==> config.mk <==
export PLATFORM = sky130hd
export DESIGN_NAME = uart_tx_param
export DESIGN_NICKNAME = d
export VERILOG_FILES = /design/src/rtl/serial_pkg.sv /design/src/rtl/gerador_tick_baud.sv /design/src/rtl/uart_tx_param.sv
export SDC_FILE = /design/constraint.sdc
export NUM_CORES = 1
export LEC_CHECK = 0
export CORE_MARGIN = 2
export CORE_UTILIZATION = 30
export DETAILED_ROUTE_END_ITERATION = 8
export PLACE_DENSITY = 0.46
export SETUP_SLACK_MARGIN = 0.4
export SYNTH_ARGS = -nofsm -noshare
export SYNTH_HDL_FRONTEND = slang
export SYNTH_HIERARCHICAL = 1
export SYNTH_SLANG_ARGS = --single-unit
==> constraint.sdc <==
create_clock -name clock -period 4.5 [get_ports clock]
set_input_delay 0.9 -clock clock [delete_from_list [all_inputs] [get_ports clock]]
set_output_delay 0.9 -clock clock [all_outputs]
set_load 0.005 [all_outputs]
==> src/rtl/serial_pkg.sv <==
// Shared definitions for the serial transmitter family.
// Contents:
//   estado_t           - transmitter FSM states (OCIOSO..PARADA)
//   PARIDADE_*         - parity-mode codes used by the PARITY generic
//   paridade_ativa()   - true when a parity mode emits a parity bit
//   bit_paridade()     - parity bit for a payload of up to 9 bits
package serial_pkg;

  typedef enum logic [2:0] {
    OCIOSO,
    INICIO,
    DADOS,
    PARIDADE,
    PARADA
  } estado_t;

  localparam int PARIDADE_NENHUMA = 0;
  localparam int PARIDADE_PAR     = 1;
  localparam int PARIDADE_IMPAR   = 2;

  // Unknown mode codes fall back to "no parity".
  function automatic logic paridade_ativa(input int modo);
    return (modo == PARIDADE_PAR) || (modo == PARIDADE_IMPAR);
  endfunction

  // Payload is zero-extended to 9 bits; the extra zeros do not change the XOR.
  function automatic logic bit_paridade(input int modo, input logic [8:0] palavra);
    logic r;
    r = 1'b0;
    if (modo == PARIDADE_PAR) begin
      r = ^palavra;
    end else if (modo == PARIDADE_IMPAR) begin
      r = ~(^palavra);
    end
    return r;
  endfunction

endpackage

==> src/rtl/gerador_tick_baud.sv <==
// Bit-period timer for the UART transmitter.
// Ports:
//   clock     in  system clock, rising edge
//   reset_n   in  asynchronous active-low reset
//   reiniciar in  synchronous restart: holds the count at 0, suppresses fim_bit
//   fim_bit   out high in the last cycle (count = CLKS_PER_BIT-1) of each bit period
module gerador_tick_baud #(
  parameter int CLKS_PER_BIT = 5208
) (
  input  logic clock,
  input  logic reset_n,
  input  logic reiniciar,
  output logic fim_bit
);

  localparam int            W      = (CLKS_PER_BIT > 1) ? $clog2(CLKS_PER_BIT) : 1;
  localparam logic [W-1:0]  ULTIMO = W'(CLKS_PER_BIT - 1);

  logic [W-1:0] contador;

  always_ff @(posedge clock or negedge reset_n) begin
    if (!reset_n) begin
      contador <= '0;
    end else if (reiniciar || (contador == ULTIMO)) begin
      contador <= '0;
    end else begin
      contador <= contador + W'(1);
    end
  end

  assign fim_bit = !reiniciar && (contador == ULTIMO);

endmodule

==> src/rtl/uart_tx_param.sv <==
// Parametrised UART transmitter with a one-word holding register.
// Frame: start(0), DATA_BITS data LSB first, optional parity, STOP_BITS stop(1).
// Ports:
//   clock               in  system clock, rising edge
//   reset_n             in  asynchronous active-low reset
//   iniciar             in  valid; word accepted when iniciar && pronto
//   dados               in  payload, sampled on acceptance
//   pronto              out ready, high while the holding register is empty
//   saida_serial        out serial line, idle high, registered
//   transmissor_ocupado out high while a frame is on the line or a word is held
//   transmissor_acabou  out one-cycle pulse in the last cycle of the final stop bit
module uart_tx_param
  import serial_pkg::*;
#(
  parameter int CLKS_PER_BIT = 5208,
  parameter int DATA_BITS    = 8,
  parameter int PARITY       = 0,
  parameter int STOP_BITS    = 1
) (
  input  logic                 clock,
  input  logic                 reset_n,
  input  logic                 iniciar,
  input  logic [DATA_BITS-1:0] dados,
  output logic                 pronto,
  output logic                 saida_serial,
  output logic                 transmissor_ocupado,
  output logic                 transmissor_acabou
);

  localparam logic             TEM_PARIDADE  = paridade_ativa(PARITY);
  localparam int               IW            = $clog2(DATA_BITS);
  localparam logic [IW-1:0]    ULTIMO_BIT    = IW'(DATA_BITS - 1);
  // Stop counter is a single bit: 0 for one stop bit, 1 marks the second.
  localparam logic             ULTIMA_PARADA = (STOP_BITS >= 2);

  estado_t                estado, estado_prox;
  logic                   cheio;
  logic [DATA_BITS-1:0]   retido;
  logic [DATA_BITS-1:0]   desloc, desloc_prox;
  logic [IW-1:0]          indice, indice_prox;
  logic                   cont_parada, cont_parada_prox;
  logic                   bit_par;
  logic                   linha_prox;
  logic                   carregar;
  logic                   aceitar;
  logic                   fim_bit;

  gerador_tick_baud #(
    .CLKS_PER_BIT(CLKS_PER_BIT)
  ) u_tick (
    .clock    (clock),
    .reset_n  (reset_n),
    .reiniciar(estado == OCIOSO),
    .fim_bit  (fim_bit)
  );

  assign pronto              = !cheio;
  assign aceitar             = iniciar && !cheio;
  assign transmissor_ocupado = (estado != OCIOSO) || cheio;

  // The line is registered from the next-state decision, so the value that
  // belongs to a state appears together with that state.
  always_comb begin
    estado_prox        = estado;
    desloc_prox        = desloc;
    indice_prox        = indice;
    cont_parada_prox   = cont_parada;
    linha_prox         = saida_serial;
    carregar           = 1'b0;
    transmissor_acabou = 1'b0;

    unique case (estado)
      OCIOSO: begin
        linha_prox = 1'b1;
        if (cheio) begin
          estado_prox = INICIO;
          carregar    = 1'b1;
          linha_prox  = 1'b0;
        end
      end

      INICIO: begin
        if (fim_bit) begin
          estado_prox = DADOS;
          linha_prox  = desloc[0];
        end
      end

      DADOS: begin
        if (fim_bit) begin
          if (indice == ULTIMO_BIT) begin
            if (TEM_PARIDADE) begin
              estado_prox = PARIDADE;
              linha_prox  = bit_par;
            end else begin
              estado_prox      = PARADA;
              cont_parada_prox = 1'b0;
              linha_prox       = 1'b1;
            end
          end else begin
            indice_prox = indice + IW'(1);
            desloc_prox = desloc >> 1;
            linha_prox  = desloc[1];
          end
        end
      end

      PARIDADE: begin
        if (fim_bit) begin
          estado_prox      = PARADA;
          cont_parada_prox = 1'b0;
          linha_prox       = 1'b1;
        end
      end

      PARADA: begin
        if (fim_bit) begin
          if (cont_parada == ULTIMA_PARADA) begin
            transmissor_acabou = 1'b1;
            if (cheio) begin
              estado_prox = INICIO;
              carregar    = 1'b1;
              linha_prox  = 1'b0;
            end else begin
              estado_prox = OCIOSO;
              linha_prox  = 1'b1;
            end
          end else begin
            cont_parada_prox = cont_parada + 1'b1;
            linha_prox       = 1'b1;
          end
        end
      end

      default: begin
        estado_prox = OCIOSO;
        linha_prox  = 1'b1;
      end
    endcase

    if (carregar) begin
      desloc_prox = retido;
      indice_prox = '0;
    end
  end

  always_ff @(posedge clock or negedge reset_n) begin
    if (!reset_n) begin
      estado       <= OCIOSO;
      desloc       <= '0;
      indice       <= '0;
      cont_parada  <= 1'b0;
      bit_par      <= 1'b0;
      saida_serial <= 1'b1;
      cheio        <= 1'b0;
      retido       <= '0;
    end else begin
      estado       <= estado_prox;
      desloc       <= desloc_prox;
      indice       <= indice_prox;
      cont_parada  <= cont_parada_prox;
      saida_serial <= linha_prox;
      if (carregar) begin
        bit_par <= bit_paridade(PARITY, 9'(retido));
      end
      // Acceptance wins over the transfer so a same-cycle refill keeps the
      // register full.
      if (aceitar) begin
        cheio  <= 1'b1;
        retido <= dados;
      end else if (carregar) begin
        cheio <= 1'b0;
      end
    end
  end

endmodule

==> Word-level counts from Yosys, hierarchy flattened <==
Cells that the tools add are included.
{ "totals": {"register_bits": 38, "input_bits": 11, "out_inout_bits": 4, "word_cells": 82} }
{ "classes": {"addsub": 3, "n_eq_ne": 14, "mux": 41, "reduce_logical": 16} }
{ "op_table": {"columns": ["cell", "n"], "rows": [
  ["$mux 3", 11],
  ["$mux 8", 4],
  ["$mux 1", 21],
  ["$ne 2x2->1 const B", 8],
  ["$pmux 3 s5", 1],
  ["$add 13x1->13 const B", 1],
  ["$eq 13x13->1 const B", 1],
  ["$mux 13", 1],
  ["$reduce_and 7->1", 1],
  ["$eq 3x2->1 const B", 2],
  ["$eq 3x3->1 const B", 2],
  ["$reduce_bool 2->1", 3],
  ["$reduce_bool 3->1", 2],
  ["$pmux 1 s5", 1],
  ["$reduce_and 5->1", 1],
  ["$reduce_and 4->1", 1],
  ["$add 3x1->3 const B", 1],
  ["$eq 3x1->1 const B", 1],
  ["$logic_not 3->1", 1],
  ["$pmux 1 s3", 1],
  ["$reduce_and 3->1", 1],
  ["$logic_and 1x1->1", 2],
  ["$logic_not 1->1", 2],
  ["$logic_or 1x1->1", 2],
  ["2 further kinds", 2]
]} }

==> Longest topological paths before layout <==
{ "depth": {"depth_word": 7, "depth_mapped": 9, "depth_no_buf": 8} }

==> By module <==
The synthesis kept the hierarchy.
{ "by_module_without_submodules": {"columns": ["module", "n_inst", "cells_per_inst", "area_per_inst_um2", "seq_area_each_um2"], "rows": [
  ["uart_tx_param", 1, 86, 1094.8, 601.8],
  ["gerador_tick_baud", 1, 68, 683.2, 325.3]
]} }

==> Least setup slack after synthesis <==
OpenSTA, ideal clock, no wires.
{ "synth_path": {"kind": "reg2out", "startpoint": "register estado[1]", "endpoint": "output transmissor_acabou", "arrival_time_ns": 1.340, "required_ns": 3.600, "setup_slack_ns": 2.260, "path_stages_with_launch": 5, "path_buffers": 0, "path_cell_list": "dfrtp_1 -> or2_2 -> nor2_1 -> nor2_1 -> and3_1"} }
{ "synth_between": {"elab_chain_cells": 5, "word_cells_on_any_way": 6, "classes_between": "eq/ne (1); mux (2); reduce/logical (3)"} }
{ "synth_rtl": {"columns": ["element", "line", "text"], "rows": [
  ["start: declaration", "uart_tx_param.sv:36", "estado_t estado, estado_prox;"],
  ["start signal: assignment", "uart_tx_param.sv:158", "estado <= estado_prox;"],
  ["$logic_not 3->1", "uart_tx_param.sv:53", ".reiniciar(estado == OCIOSO),"],
  ["$logic_not 1->1", "gerador_tick_baud.sv:31", "assign fim_bit = !reiniciar && (contador == ULTIMO);"],
  ["$logic_and 1x1->1", "gerador_tick_baud.sv:31", null],
  ["named net fim_bit", "uart_tx_param.sv:46", "logic fim_bit;"],
  ["$mux 1", "uart_tx_param.sv:117", "if (fim_bit) begin"],
  ["$mux 1", "uart_tx_param.sv:72", "unique case (estado)"],
  ["end: declaration", "uart_tx_param.sv:27", "output logic transmissor_acabou"]
]} }
The timed path passes the listed nets, and every way through them passes these cells.

==> Worst setup path in the final report <==
{ "layout_path": {"startpoint": "register u_tick.contador[0]", "endpoint": "output transmissor_acabou"} }
{ "layout_between": {"elab_chain_cells": 4} }
{ "layout_rtl": {"columns": ["element", "line", "text"], "rows": [
  ["start: declaration", "gerador_tick_baud.sv:19", "logic [W-1:0] contador;"],
  ["start signal: assignment", "gerador_tick_baud.sv:27", "contador <= contador + W'(1);"],
  ["$eq 13x13->1", "gerador_tick_baud.sv:31", null],
  ["$logic_and 1x1->1", "gerador_tick_baud.sv:31", null],
  ["named net fim_bit", "uart_tx_param.sv:46", null],
  ["$mux 1", "uart_tx_param.sv:117", null],
  ["$mux 1", "uart_tx_param.sv:72", null]
]} }
The timed path passes the listed nets, and every way through them passes these cells.

==> summary by stage <==
Clocking
Counting the buffers created by CTS gives 5. TritonCTS built the clock tree. The clock transition at the registers of the reported paths is 0.07 ns.

The clock passes through at most 2 buffers. The clock reaches the later pin of the worst-skew pair after 0.28 ns. After clock tree synthesis, the setup repair step added 0 buffers. The number of gates resized after cts is 0. CTS placed an instance of clkbuf_8 at the clock tree root. The H-tree was split into 2 levels. The clock drives 37 sinks. The post-cts hold buffer count is 0.

Synthesis
The number of enable-type register cells in the synthesized netlist is 0. The most common cell in the synthesized netlist is dfrtp_1. The biggest area consumer among synthesized cells is dfrtp_1. In this run, distinct cell masters in the synthesized netlist total 41. Each instance of the synthesized netlist takes up on average 11.5 um^2. The Yosys step of the flow raised 6 warnings.

Sorting the synthesized cells by area gives the leading types as dfrtp_1 (51%), mux2_2 (6.3%), a22o_1 (4.4%), nor2_1 (3.0%), a21o_1 (2.5%). The fraction of synthesized cell area taken by the top area cell type is 50.7%. The number of storage elements in the synthesis netlist is 37. The synthesized netlist net count is 168. The number of cells produced by synthesis is 154.

The area of the mapped netlist is 1780 um^2. The async set-reset flop share out of synthesis is 100%. The share of the yosys chip area belonging to registers is 52.1%. The commonest cells after synthesis are dfrtp_1 (36), nor2_1 (14), mux2_2 (10). In the synthesized netlist the dominant register cell turns out to be dfrtp_1.

Setup path
The top fanout value on the critical path is 7. The setup path with the least slack is of type flip-flop to output port. For the worst setup path, the data required time is 3.60 ns. The element type at the critical path end is an output port. The worst register-to-register path ends at desloc[0]. Traced cell by cell, the critical path runs through ha_1 > and4b_1 > nand3_1 > nor2_1 > and3_1 > clkdlybuf4s50_1. The nature of the critical path startpoint is a flip-flop. The critical register-to-register path startpoint is u_tick/contador[0].

The delay of the slowest cell on the worst path is 0.49 ns. The arrival time of data at the critical path endpoint is 2.26 ns. The critical path's slowest cell is clkdlybuf4s50_1.

The slack of the worst reg-to-reg path is 1.79 ns. The number of cells on the worst reg-to-reg path is 7.

Timing
The relative slew slack is 49.1%. The highest clock frequency the design can meet is 317 MHz. The tightest hold path in the finished design has a slack of 0.484 ns.

Setup repair after global routing left no endpoint under its margin. The slew of the pin with the lowest slew margin is 0.762 ns. The clock arrives with 0.00550 ns of skew. The final-report max-slew violation count is 0. Setup violations remaining at the end of the flow were counted as 0. The setup total negative slack is 0 ns.

The number of endpoints with negative hold slack in the final report is 0. For the finished layout, the period the worst path requires is 3.16 ns. The post-route clock period utilization is 70.2%.

Run
The tool flagged a number of max-cap violations equal to 0.

Cells and area
The number of antenna diodes is 0. The number of nets in the layout is 184. The fraction of final layout cells with drive strength greater than 1 is 18.2%.

The number of filler cells placed in the layout is 586. Relative to the synthesized area, the layout overhead comes to 16.4%.

Place
Summed over all nets, the half-perimeter wirelength after detailed placement is 2260 um. The routability congestion estimate is 0.877. The quantity of I/O buffers inserted on ports is 14.

Floorplan
The initial cell density of the core is 30.6%. The region available for standard cell placement spans 5820 um^2. Measured along the y axis, the die boundary spans 81.0 um.

15 I/O pins were placed. The die area is 6560 um^2. The number of placement rows is 28. The width of the die is 81.0 um.

Global route
The global-route usage over all layers is 11.1%. The number of antenna violations at the first check in global routing is 0. Entering global routing, the biggest net connects 38 pins. The number of global-route vias before repair was 1,183.

The global-route wire length before repair is 5550 um. The sum of overflow across all layers after global routing is 0.

Pwr
The overall power is 829 uW. The analysis attributes to net switching a power of 215 uW. The proportion of power drawn by the clock network is 32.8%. The part of the total power dissipated in combinational logic is 13.3%.

Net switching is 26.0% of the power. The internal power of the cells totals 613 uW. The worst IR drop on VDD is 0.176 mV.

The power density over the cells is 400 nW/um^2. Sequential cells burn 53.8% of the power. The leakage power figure is 0.000904 uW.

Worst hold path
The startpoint identified for the worst hold timing path is desloc[6]. The number of cells traversed by the worst hold path is 1. The endpoint of the worst hold path is desloc[6].

The worst min-delay path class is flip-flop to flip-flop.

Outcome
The flow ran to the end, and the final reports show no timing, DRC or antenna violations.

Routing
After detailed routing, the average wire length per cell comes to 13.1 um. The sum of routed wire length over all layers is 3220 um. The iteration-0 DRC count of the detailed router is 42.

In the routed design, unresolved DRC markers number 0. For this run, the detailed router's first-pass iteration total came to 4. Using the TritonRoute via totals, the vias-per-cell ratio works out to 4.92.

In this run the remaining antenna-violating nets after routing total 0. Detailed routing inserted a total of 1,206 vias.
==> stage by stage <==
stage | area (um^2) | utilization [%] | worst slack (ns) | cells
detailed placement | 1970 | 33.8 | 1.63 | 238
floorplan | 1780 | - | 2.26 | 154
global placement | 1970 | 33.8 | 1.67 | 238
CTS | 2070 | 35.6 | 1.32 | 245
global route | 2070 | 35.6 | 1.12 | 245
finish | 2070 | 35.6 | 1.34 | 245
==> power by group through the flow <==
stage,Clock [uW],Combinational [uW],Sequential (uW)
final,272,110,446
after global routing,302,130,455
after CTS,283,113,446
after detailed placement,0,112,453
after global placement,0,110,449
after floorplan,0,92.3,430
==> final cells by class <==
cell class	count	area (um^2)	share of cell area, %
flip-flops and latches	37	927	44.8
multi-input cells	108	786	38.0
repair buffers	15	148	7.13
well taps	75	93.8	4.53
clock buffers	5	68.8	3.33
clock inverters	2	35.0	1.69
inverters	3	11.3	0.544
==> worst max-delay path, delay by kind of cell, from the launching register on <==
kind | cells | cell delay (ns)
adders and majority gates | 1 | 0.26
buffers and inverters | 1 | 0.49
DFF | 1 | 0.39
and+or+nand+nor | 4 | 0.84
==> sequential cells by signal, indices dropped and copies added (netlist names) <==
signal	cells
retido	8
estado	3
desloc	8
saida_serial	1
indice	3
cheio	1
u_tick/contador	13
==> cell families after synthesis <==
| group | after synthesis | share of synthesized area, % |
|---|---|---|
| and+or+nand+nor | 51 | 17.8 |
| xor gates and xnor gates | 3 | 1.48 |
| adders and majority gates | 3 | 2.11 |
| AOI/OAI and AO/OA | 40 | 15.6 |
| buffers and inverters | 9 | 3.66 |
| muxes | 11 | 7.18 |
| DFF | 37 | 52.1 |
==> layout by cell type, fill, tap and decap left out, types with 2 or more instances in the layout <==
cell type / instances
ha_1: 3
a21o_1: 6
a21oi_1: 8
a22o_1: 9
o31ai_1: 4
nor2b_1: 2
and3_1: 2
mux2_2: 10
nor2_1: 14
or3_2: 2
nand4_1: 2
or4_1: 3
inv_1: 3
or3_1: 2
xor2_1: 2
clkbuf_8: 5
dfrtp_1: 36
nand2_1: 6
clkdlybuf4s50_1: 14
nand3_1: 7
o21ai_0: 6
o22ai_1: 3
==> metal layers <==
metal	GRT usage, %	share of wire, %
met5	0	0
met4	4.58	0.90
met3	3.44	3.7
met2	17.6	47
met1	14.0	48
==> worst max-delay path by stage <==
stage / cells after the start / end / slack, ns / start
2_1_floorplan: 4 / transmissor_acabou / 2.26 / estado[1]
3_3_place_gp: 6 / transmissor_acabou / 1.67 / u_tick/contador[0]
3_5_place_dp: 6 / transmissor_acabou / 1.63 / u_tick/contador[0]
4_1_cts: 6 / transmissor_acabou / 1.32 / u_tick/contador[0]
5_1_grt: 5 / transmissor_acabou / 1.12 / u_tick/contador[7]
6_report: 6 / transmissor_acabou / 1.34 / u_tick/contador[0]
Note: power is estimated with default switching activity, not from simulation.
